===== config.mk =====
export PLATFORM = sky130hd
export DESIGN_NAME = seq_detector_param
export DESIGN_NICKNAME = d
export VERILOG_FILES = /design/src/rtl/seq_detector_param.sv
export SDC_FILE = /design/constraint.sdc
export NUM_CORES = 1
export LEC_CHECK = 0
export ABC_AREA = 1
export BUFFER_PORTS_ARGS = -buffer_cell sky130_fd_sc_hd__buf_2
export CORE_MARGIN = 2
export CORE_UTILIZATION = 41
export DETAILED_ROUTE_END_ITERATION = 6
export PLACE_DENSITY = 0.62
export SLEW_MARGIN = 20
export SYNTH_ARGS = -nofsm -noshare
export SYNTH_HDL_FRONTEND = slang
export SYNTH_SLANG_ARGS = --single-unit

===== constraint.sdc =====
create_clock -name clk -period 2.25 [get_ports clk]
set_clock_uncertainty 0.2 [all_clocks]
set_input_delay 0.225 -clock clk [delete_from_list [all_inputs] [get_ports clk]]
set_output_delay 0.225 -clock clk [all_outputs]
set_load 0.005 [all_outputs]

===== src/rtl/seq_detector_param.sv =====
// -----------------------------------------------------------------------------
// seq_detector_param
//
// Serial sequence detector with a run-time programmable pattern. Bits of `w`
// are accepted on rising clock edges where `w_valid` is high. `z` pulses for
// one cycle after the edge that accepts the bit completing a match against the
// last `len` accepted bits. Overlapping and non-overlapping modes are
// supported.
//
// Optional feature (macro SEQ_DET_COUNT_EN):
//   defined     -> saturating match counter on `match_count`, cleared by
//                  `count_clr` or `cfg_load`.
//   not defined -> no counter flops, `match_count` tied to 0, `count_clr`
//                  ignored.
//
// Parameters:
//   MAX_LEN  maximum pattern length (>= 2)
//   COUNT_W  match counter width
//   LEN_W    width of cfg_len, derived from MAX_LEN
//
// Ports:
//   clk, rst_n   clock (rising edge), asynchronous active-low reset
//   w, w_valid   serial bit and its qualifier
//   cfg_load     latch cfg_pattern / cfg_len / cfg_overlap, clear history
//   cfg_pattern  pattern, bit len-1 is received first, bit 0 last
//   cfg_len      pattern length (valid range 1..MAX_LEN)
//   cfg_overlap  1 = overlapping matches, 0 = non-overlapping
//   count_clr    synchronous clear of the match counter
//   z            registered one-cycle match pulse
//   match_count  saturating match count
//   armed        latched length is valid
// -----------------------------------------------------------------------------
module seq_detector_param #(
  parameter int MAX_LEN = 8,
  parameter int COUNT_W = 8,
  localparam int LEN_W = $clog2(MAX_LEN + 1)
) (
  input  logic               clk,
  input  logic               rst_n,
  input  logic               w,
  input  logic               w_valid,
  input  logic               cfg_load,
  input  logic [MAX_LEN-1:0] cfg_pattern,
  input  logic [LEN_W-1:0]   cfg_len,
  input  logic               cfg_overlap,
  input  logic               count_clr,
  output logic               z,
  output logic [COUNT_W-1:0] match_count,
  output logic               armed
);

  // Handshake: `w_valid` is a pure qualifier with no back-pressure. A bit is
  // consumed on every rising edge where w_valid=1 and cfg_load=0; cycles with
  // w_valid=0 leave all history untouched, so gaps are transparent.

  logic [MAX_LEN-1:0] sr;
  logic [LEN_W-1:0]   fill;
  logic [MAX_LEN-1:0] pattern_q;
  logic [LEN_W-1:0]   len_q;
  logic               overlap_q;
  logic               armed_q;

  logic               accept;
  logic               match;
  logic               cfg_len_ok;
  logic [MAX_LEN-1:0] sr_next;
  logic [MAX_LEN-1:0] len_mask;
  logic [LEN_W-1:0]   fill_next;

  assign accept     = w_valid && !cfg_load;
  assign cfg_len_ok = (cfg_len != '0) && (cfg_len <= LEN_W'(MAX_LEN));

  // Match is judged on the post-shift history so `z` can be registered on the
  // same edge that accepts the completing bit.
  always_comb begin
    sr_next   = {sr[MAX_LEN-2:0], w};
    fill_next = (fill >= LEN_W'(MAX_LEN)) ? fill : fill + 1'b1;
    len_mask  = '0;
    for (int i = 0; i < MAX_LEN; i++) begin
      len_mask[i] = (i < int'(len_q));
    end
    match = accept && armed_q && (fill_next >= len_q) &&
            ((sr_next & len_mask) == (pattern_q & len_mask));
  end

  always_ff @(posedge clk or negedge rst_n) begin
    if (!rst_n) begin
      sr        <= '0;
      fill      <= '0;
      pattern_q <= '0;
      len_q     <= '0;
      overlap_q <= 1'b0;
      armed_q   <= 1'b0;
      z         <= 1'b0;
    end else if (cfg_load) begin
      pattern_q <= cfg_pattern;
      len_q     <= cfg_len;
      overlap_q <= cfg_overlap;
      armed_q   <= cfg_len_ok;
      sr        <= '0;
      fill      <= '0;
      z         <= 1'b0;
    end else begin
      z <= match;
      if (accept) begin
        sr <= sr_next;
        // Non-overlapping mode restarts the fill so the bits of a match
        // cannot contribute to the next one; the shift itself continues.
        fill <= (match && !overlap_q) ? '0 : fill_next;
      end
    end
  end

  assign armed = armed_q;

`ifdef SEQ_DET_COUNT_EN
  logic [COUNT_W-1:0] count_q;

  // count_clr (and cfg_load) win over an increment in the same cycle.
  always_ff @(posedge clk or negedge rst_n) begin
    if (!rst_n) begin
      count_q <= '0;
    end else if (cfg_load || count_clr) begin
      count_q <= '0;
    end else if (match && (count_q != '1)) begin
      count_q <= count_q + 1'b1;
    end
  end

  assign match_count = count_q;
`else
  logic unused_count_clr;
  assign unused_count_clr = count_clr;
  assign match_count      = '0;
`endif

endmodule


==> results of run 1 <==
[path summary, 6_finish.rpt]
kind | startpoint | endpoint
min in group asynchronous | rst_n | pattern_q[3]
max in group asynchronous | rst_n | fill[3]
max | fill[0] | fill[2]
max reg2reg | fill[0] | fill[2]
min reg2reg | pattern_q[3] | pattern_q[3]
min | w_valid | fill[1]
[sequential cells by signal, indices dropped and copies added (netlist names)]
signal and cells:
armed 1, fill 4, len_q 4, overlap_q 1
pattern_q 8, sr 7, z 1
[power by group]
group          internal, mW  switching, mW  total [mW]
Clock                0.0990          0.148       0.247
Sequential            0.495         0.0219       0.517
Combinational        0.0823          0.117       0.200
[logic make-up after synthesis]
family	after synthesis	share of synthesized area (%)
simple gates	92	25.8
fa+ha+maj	6	5.00
other cells	1	0.250
buf+inv	46	14.4
xor+xnor	3	1.75
flops	26	43.4
compound gates	23	9.42
[layer usage]
layer	up-vias	routed length (um)	GRT usage, %
met3	2	90	2.08
met2	25	1420	28.6
met4	0	23	6.38
met1	553	1550	21.9
li1	654	-	-
met5	-	0	0
[per-stage QoR]
stage | cell area [um^2] | std cells | total power [mW] | hold WS, ps | util [%]
floorplan | 1530 | 204 | 0.651 | -271 | -
global placement | 1600 | 257 | 0.693 | 62.8 | 46.7
detailed placement | 1600 | 257 | 0.696 | 60.9 | 46.7
CTS | 1780 | 276 | 0.961 | 55.2 | 52.2
global route | 1810 | 278 | 1.03 | 82.0 | 52.9
finish | 1810 | 278 | 0.964 | 67.7 | 52.9
[area by class of cell]
| type | instances | area share, % |
|---|---|---|
| multi-input cells | 132 | 37.0 |
| well taps | 46 | 3.19 |
| clock buffers | 4 | 2.01 |
| repair buffers | 36 | 14.4 |
| flip-flops and latches | 26 | 36.0 |
| inverters | 34 | 7.35 |
[worst register-to-register path, stage by stage, from the launching register on]
cell     delay [ps]
dfrtp_1         440
inv_2            50
ha_1            280
inv_1            50
o21ai_1          70
ha_1            280
nand2_1          50
nand2_1          50
nand2_1          80
a21oi_4         180
nand4_4         110
nand2_1          80
nand2_1          50
[cells in the mapped netlist, drive strengths merged]
| library cell | number | area, um^2 |
|---|---|---|
| xor2 | 2 | 17.5 |
| o21ai | 11 | 55.1 |
| nor4 | 1 | 6.26 |
| clkbuf | 2 | 7.51 |
| o22ai | 8 | 50.1 |
| buf | 10 | 76.3 |
| o31ai | 2 | 15.0 |
| nor2 | 12 | 57.6 |
| xnor2 | 1 | 8.76 |
| nand3 | 5 | 25.0 |
| nand4 | 1 | 12.5 |
| inv | 34 | 133 |
| dfrtp | 26 | 651 |
| and3 | 1 | 7.51 |
| a21oi | 2 | 21.3 |
| nand2 | 72 | 278 |
| ha | 6 | 75.1 |
| conb | 1 | 3.75 |
[timing repair]
item | in CTS | in global routing
resized for setup | 0 | 3
endpoints found under the hold margin | 41 | 0
setup endpoints to repair | 0 | 4
hold buffers | 15 | 0
buffers inserted | 0 | 2
==> results.md, run 1 <==
- Slew HR: 61.1%
- DR WL/cell: 11.1 um
- Vias in the first global route: 1257
- RSZ-0062 raised after global routing: false
- Routability Congestion: 0.865
- Hpwl dp: 2110 um
- Sequential cell area: 651 um^2
- Clock Latency Late Sink: 330 ps
- Req. time, crit path: about 2300 ps
- DR pass1 iterations: 4
- Port-buffer cells: 19
- Number of H-tree levels: 1
- Fmax: between 0.4 and 0.5 GHz
- Via count: between 1000 and 1500
- Vias per inst: 4.44
- Fin. Hold Viols: 0
- Most common cell on crit path: nand2_1
- Syn Inst Count: ~200
- Rows: 21
- Max-Cap Viols: 0
- All-layer global routing usage: between 10% and 20%
- Reg clk slew, reported paths: 150 ps
- Maximum vdd drop: 0.292 mV
- Most frequent cells in the layout: 71 x nand2_1, 32 x inv_1, 26 x dfrtp_1, 19 x buf_2, 15 x dlygate4sd3_1
- Pre-CTS WS: ~130 ps
- Clock buffers created by TritonCTS: 3
- Cell count along the critical path: 12
- Mapped Avg Cell Area: 7.62 um^2
- Total clock sinks: 26
- P_leak: 0.954 nW
- Sequential fraction of the synthesis area: 43.4%
- Global-route wire length before repair: 5380 um
- Worst hold path class: primary input to register
- Wirelength, routed: 3080 um
- Largest net degree at the start of global routing: 28
- Clk buf depth: 2
- Multi-input logic area: 668 um^2
- # IOs: 29
- Worst slew pin tran: 583 ps
- Die H: 64.5 um
- DR DRC count: 0
- Global route overflow: 0
- Post-synthesis register bit count: 26
- WS Path Type: register to register
- Worst-path cell chain: inv_2 > ha_1 > inv_1 > o21ai_1 > ha_1 > nand2_1 > nand2_1 > nand2_1 > a21oi_4 > nand4_4 > nand2_1 > nand2_1
- Most common cell after layout, fill and taps aside: nand2_1
- Crit path max fanout: 4
- Max stage delay on crit path: about 440 ps
- Pwr dens: 534 mW/mm^2
- Clock Tree Root: clkbuf_4
- Antenna Violating Nets Remaining: 0
- Netlist Area Pre-Place: 0.00150 mm^2
- Crit. End Element: register
- Minimum clock period: 2070 ps
- Yosys warnings: 0
- Reg2Reg Setup Slack: 180 ps
- Initial Util: between 40% and 50%
- Die area: 0.00416 mm^2
- R2R depth: 12
- Core area: 0.00342 mm^2
- Status: complete, no violations
- Buf+Inv Stages, Crit Path: 2
- Critical path's slowest cell: dfrtp_1
- # diodes: 0
- Tcrit/Tclk final: approximately nine tenths
- Final Max Slew Viols: 0
- Layout area overhead: 20.4%
- Hold Path Stages: 4
- TritonCTS clock tree: done
- Final setup vio count: 0
- Family with the most delay on the worst path: adder cells
- Antenna violations before repair: 0
- Iteration-0 DRC Markers: between 40 and 50
- Final worst slack: approximately 180 ps
- Die width: 64.5 um
- Layout cells sized above 1: 14.7%
- Startpoint types: register
- WP data arrival: 2100 ps
- # fillers: 353
- Fin Setup TNS: 0 ps
- Post-synth cell types: 25
- Final #Nets: 258
Power figures use the tool's default switching activity.
==> inputs of run 2 (changes only) <==
--- a/config.mk
+++ b/config.mk
@@ -11,6 +11,7 @@
 export CORE_UTILIZATION = 41
 export DETAILED_ROUTE_END_ITERATION = 6
 export PLACE_DENSITY = 0.62
+export SETUP_SLACK_MARGIN = 0.3
 export SLEW_MARGIN = 20
 export SYNTH_ARGS = -nofsm -noshare
 export SYNTH_HDL_FRONTEND = slang
==> run 2 against run 1 <==
Effect of this change:
- core utilization rose by 1.3 points
- global-route usage barely moved
- sequential power is essentially flat
- cell count rose by 0.36%
- combinational power grew 5%
- sequential cell count stayed put
- clock-buffer cell count did not move
- clock power about the same
- via count grew 1.1%
- sequential share of layout area fell by 0.81 points
- critical path depth did not move
==> results.md, run 2 (same netlist as run 1, synthesis figures left out) <==
- Status: complete, no violations
- All-layer global routing usage: 16.8% (-0.031 points)
- Most common cell after layout, fill and taps aside: nand2_1
- Most flops, register: pattern_q
- Die area: 0.00416 mm^2 (unchanged)
- Max FFs per register: 8 (unchanged)
- P_leak: 0.960 nW (+0.63%)
- # diodes: 0 (unchanged)
- Req. time, crit path: 2280 ps (about the same)
- Die H: 64.5 um (unchanged)
- Global-route wire length before repair: 5380 um (unchanged)
- Minimum clock period: 1970 ps (-99.2 ps)
- Vias in the first global route: 1260 (+0.24%)
- Pwr dens: 526 mW/mm^2 (-1.5%)
- Largest net degree at the start of global routing: 28 (unchanged)
- Layout cells sized above 1: 20.2% (+5.5 points)
- Max stage delay on crit path: 440 ps (about the same)
- CP Launch Point: fill[0]
- Fmax: 0.508 GHz (+5.0%)
- Antenna Violating Nets Remaining: 0 (unchanged)
- Via count: 1248 (+1.1%)
- DR WL/cell: 11.1 um (about the same)
- Slew HR: 61.0% (-0.10 points)
- Most common cell on crit path: nand2_1
- Clock Tree Root: clkbuf_4
- Antenna violations before repair: 0 (unchanged)
- Reg clk slew, reported paths: 150 ps (about the same)
- RSZ-0062 raised after global routing: true
- Maximum vdd drop: 0.294 mV (+0.66%)
- Reg-to-Reg Start: fill[0]
- Layout area overhead: 23.4%
- Max-Cap Viols: 0 (unchanged)
- Total clock sinks: 26 (unchanged)
- Final setup vio count: 0 (unchanged)
- Port-buffer cells: 19 (unchanged)
- Global route overflow: 0 (unchanged)
- Fin Setup TNS: 0 ps (unchanged)
- DR DRC count: 0 (unchanged)
- Hold_sp: w_valid
- Sequential cell area: 652 um^2 (+0.19%)
- Vias per inst: 4.47 (+0.77%)
- Worst slew pin tran: 584 ps (+1.55 ps)
- Clk buf depth: 2 (unchanged)
- Worst hold path class: primary input to register
- Family with the most delay on the worst path: simple AND/OR/NAND/NOR gates
- Routability Congestion: 0.865 (unchanged)
- Worst-path cell chain: buf_4 > xor2_1 > ha_1 > inv_1 > nand2_1 > nand2_1 > nand2_1 > nand2_2 > a21oi_4 > nand4_4 > nand2_1 > nand2_1
- Critical path's slowest cell: dfrtp_1
- WS Path Type: register to register
- Final Max Slew Viols: 0 (unchanged)
- Die width: 64.5 um (unchanged)
- Most frequent cells in the layout: 67 x nand2_1, 29 x inv_1, 25 x dfrtp_1, 19 x buf_2, 15 x dlygate4sd3_1
- Clock Latency Late Sink: 330 ps (about the same)
- # IOs: 29 (unchanged)
- DR pass1 iterations: 4 (unchanged)
- Fin. Hold Viols: 0 (unchanged)
- Clock buffers created by TritonCTS: 3 (unchanged)
- Multi-input logic area: 704 um^2 (+5.4%)
- Buf+Inv Stages, Crit Path: 2 (unchanged)
- TritonCTS clock tree: done
- Startpoint types: register
- Core area: 0.00342 mm^2 (unchanged)
- Util after Layout: 54.2% (+1.3 points)
- Crit path max fanout: 4 (unchanged)
- Number of H-tree levels: 1 (unchanged)
- Final #Nets: 259 (+0.39%)
- Top flop regs: pattern_q x8, sr x7
- Crit. End Element: register
- Rows: 21 (unchanged)
- Tcrit/Tclk final: 87.4% (-4.4 points)
- Wirelength, routed: 3100 um (+0.45%)
- # fillers: 351 (-0.57%)
- Initial Util: 43.9% (unchanged)
- Hpwl dp: 2110 um (unchanged)
- WP data arrival: 2000 ps (-100 ps)
- Iteration-0 DRC Markers: 40 (-2.4%)
run 2: cell types whose count changed in the layout (fill, tap and decap cells not counted), sizes merged:
cell  change
buf       +1
run 2: metrics by stage:
stage                     setup slack [ps]  std cells  power [mW]  hold WS, ps  cell area (um^2)
after floorplan                        315        204       0.651         -271              1530
after global placement                 161        257       0.693         62.8              1600
after detailed placement               130        257       0.696         60.9              1600
after CTS                              202        277       0.971         55.2              1810
after global routing                   154        279        1.04         68.1              1850
final                                  283        279       0.974         71.3              1850
run 2: cell type report:
class,count,area share (%)
clock buffer,4,1.96
inverter,34,7.17
sequential,26,35.2
multi-input combinational,132,38.1
timing repair buffer,37,14.5
tap,46,3.11
run 2: where the power goes:
| part | switching, mW | internal, mW | total, mW |
|---|---|---|---|
| clock | 0.148 | 0.0990 | 0.247 |
| combinational | 0.122 | 0.0870 | 0.209 |
| sequential | 0.0217 | 0.495 | 0.517 |
| total | 0.292 | 0.681 | 0.974 |
run 2: tightest hold or removal path, delay by kind of cell:
| family | cells | cell delay, ps |
|---|---|---|
| buf+inv | 1 | 110 |
| simple gates | 3 | 240 |
run 2: per-layer routing:
metal  share of wire (%)  vias to the layer above  global-route usage (%)
met5                   0                        -                       0
met4                0.74                        0                    6.38
met3                 3.4                        2                    2.08
met2                  46                       29                    28.8
met1                  49                      561                    21.7
li1                    -                      656                       -
run 2: timing repair:
item,4_1_cts,5_1_grt
pin swaps,5,8
resized for setup,6,9
hold endpoints to repair,41,0
hold buffers,15,0
endpoints found under the setup margin,5,5
buffers inserted,1,2
run 2: worst paths after layout:
path | to | slack [ps] | cells past startpoint
worst max-delay path | fill[2] | 280 | 12
min in group asynchronous | pattern_q[3] | 210 | 2
worst min-delay path | fill[3] | 70 | 4
worst max register to register | fill[2] | 280 | 12
max in group asynchronous | fill[3] | 1220 | 2
worst min register to register | pattern_q[3] | 320 | 2
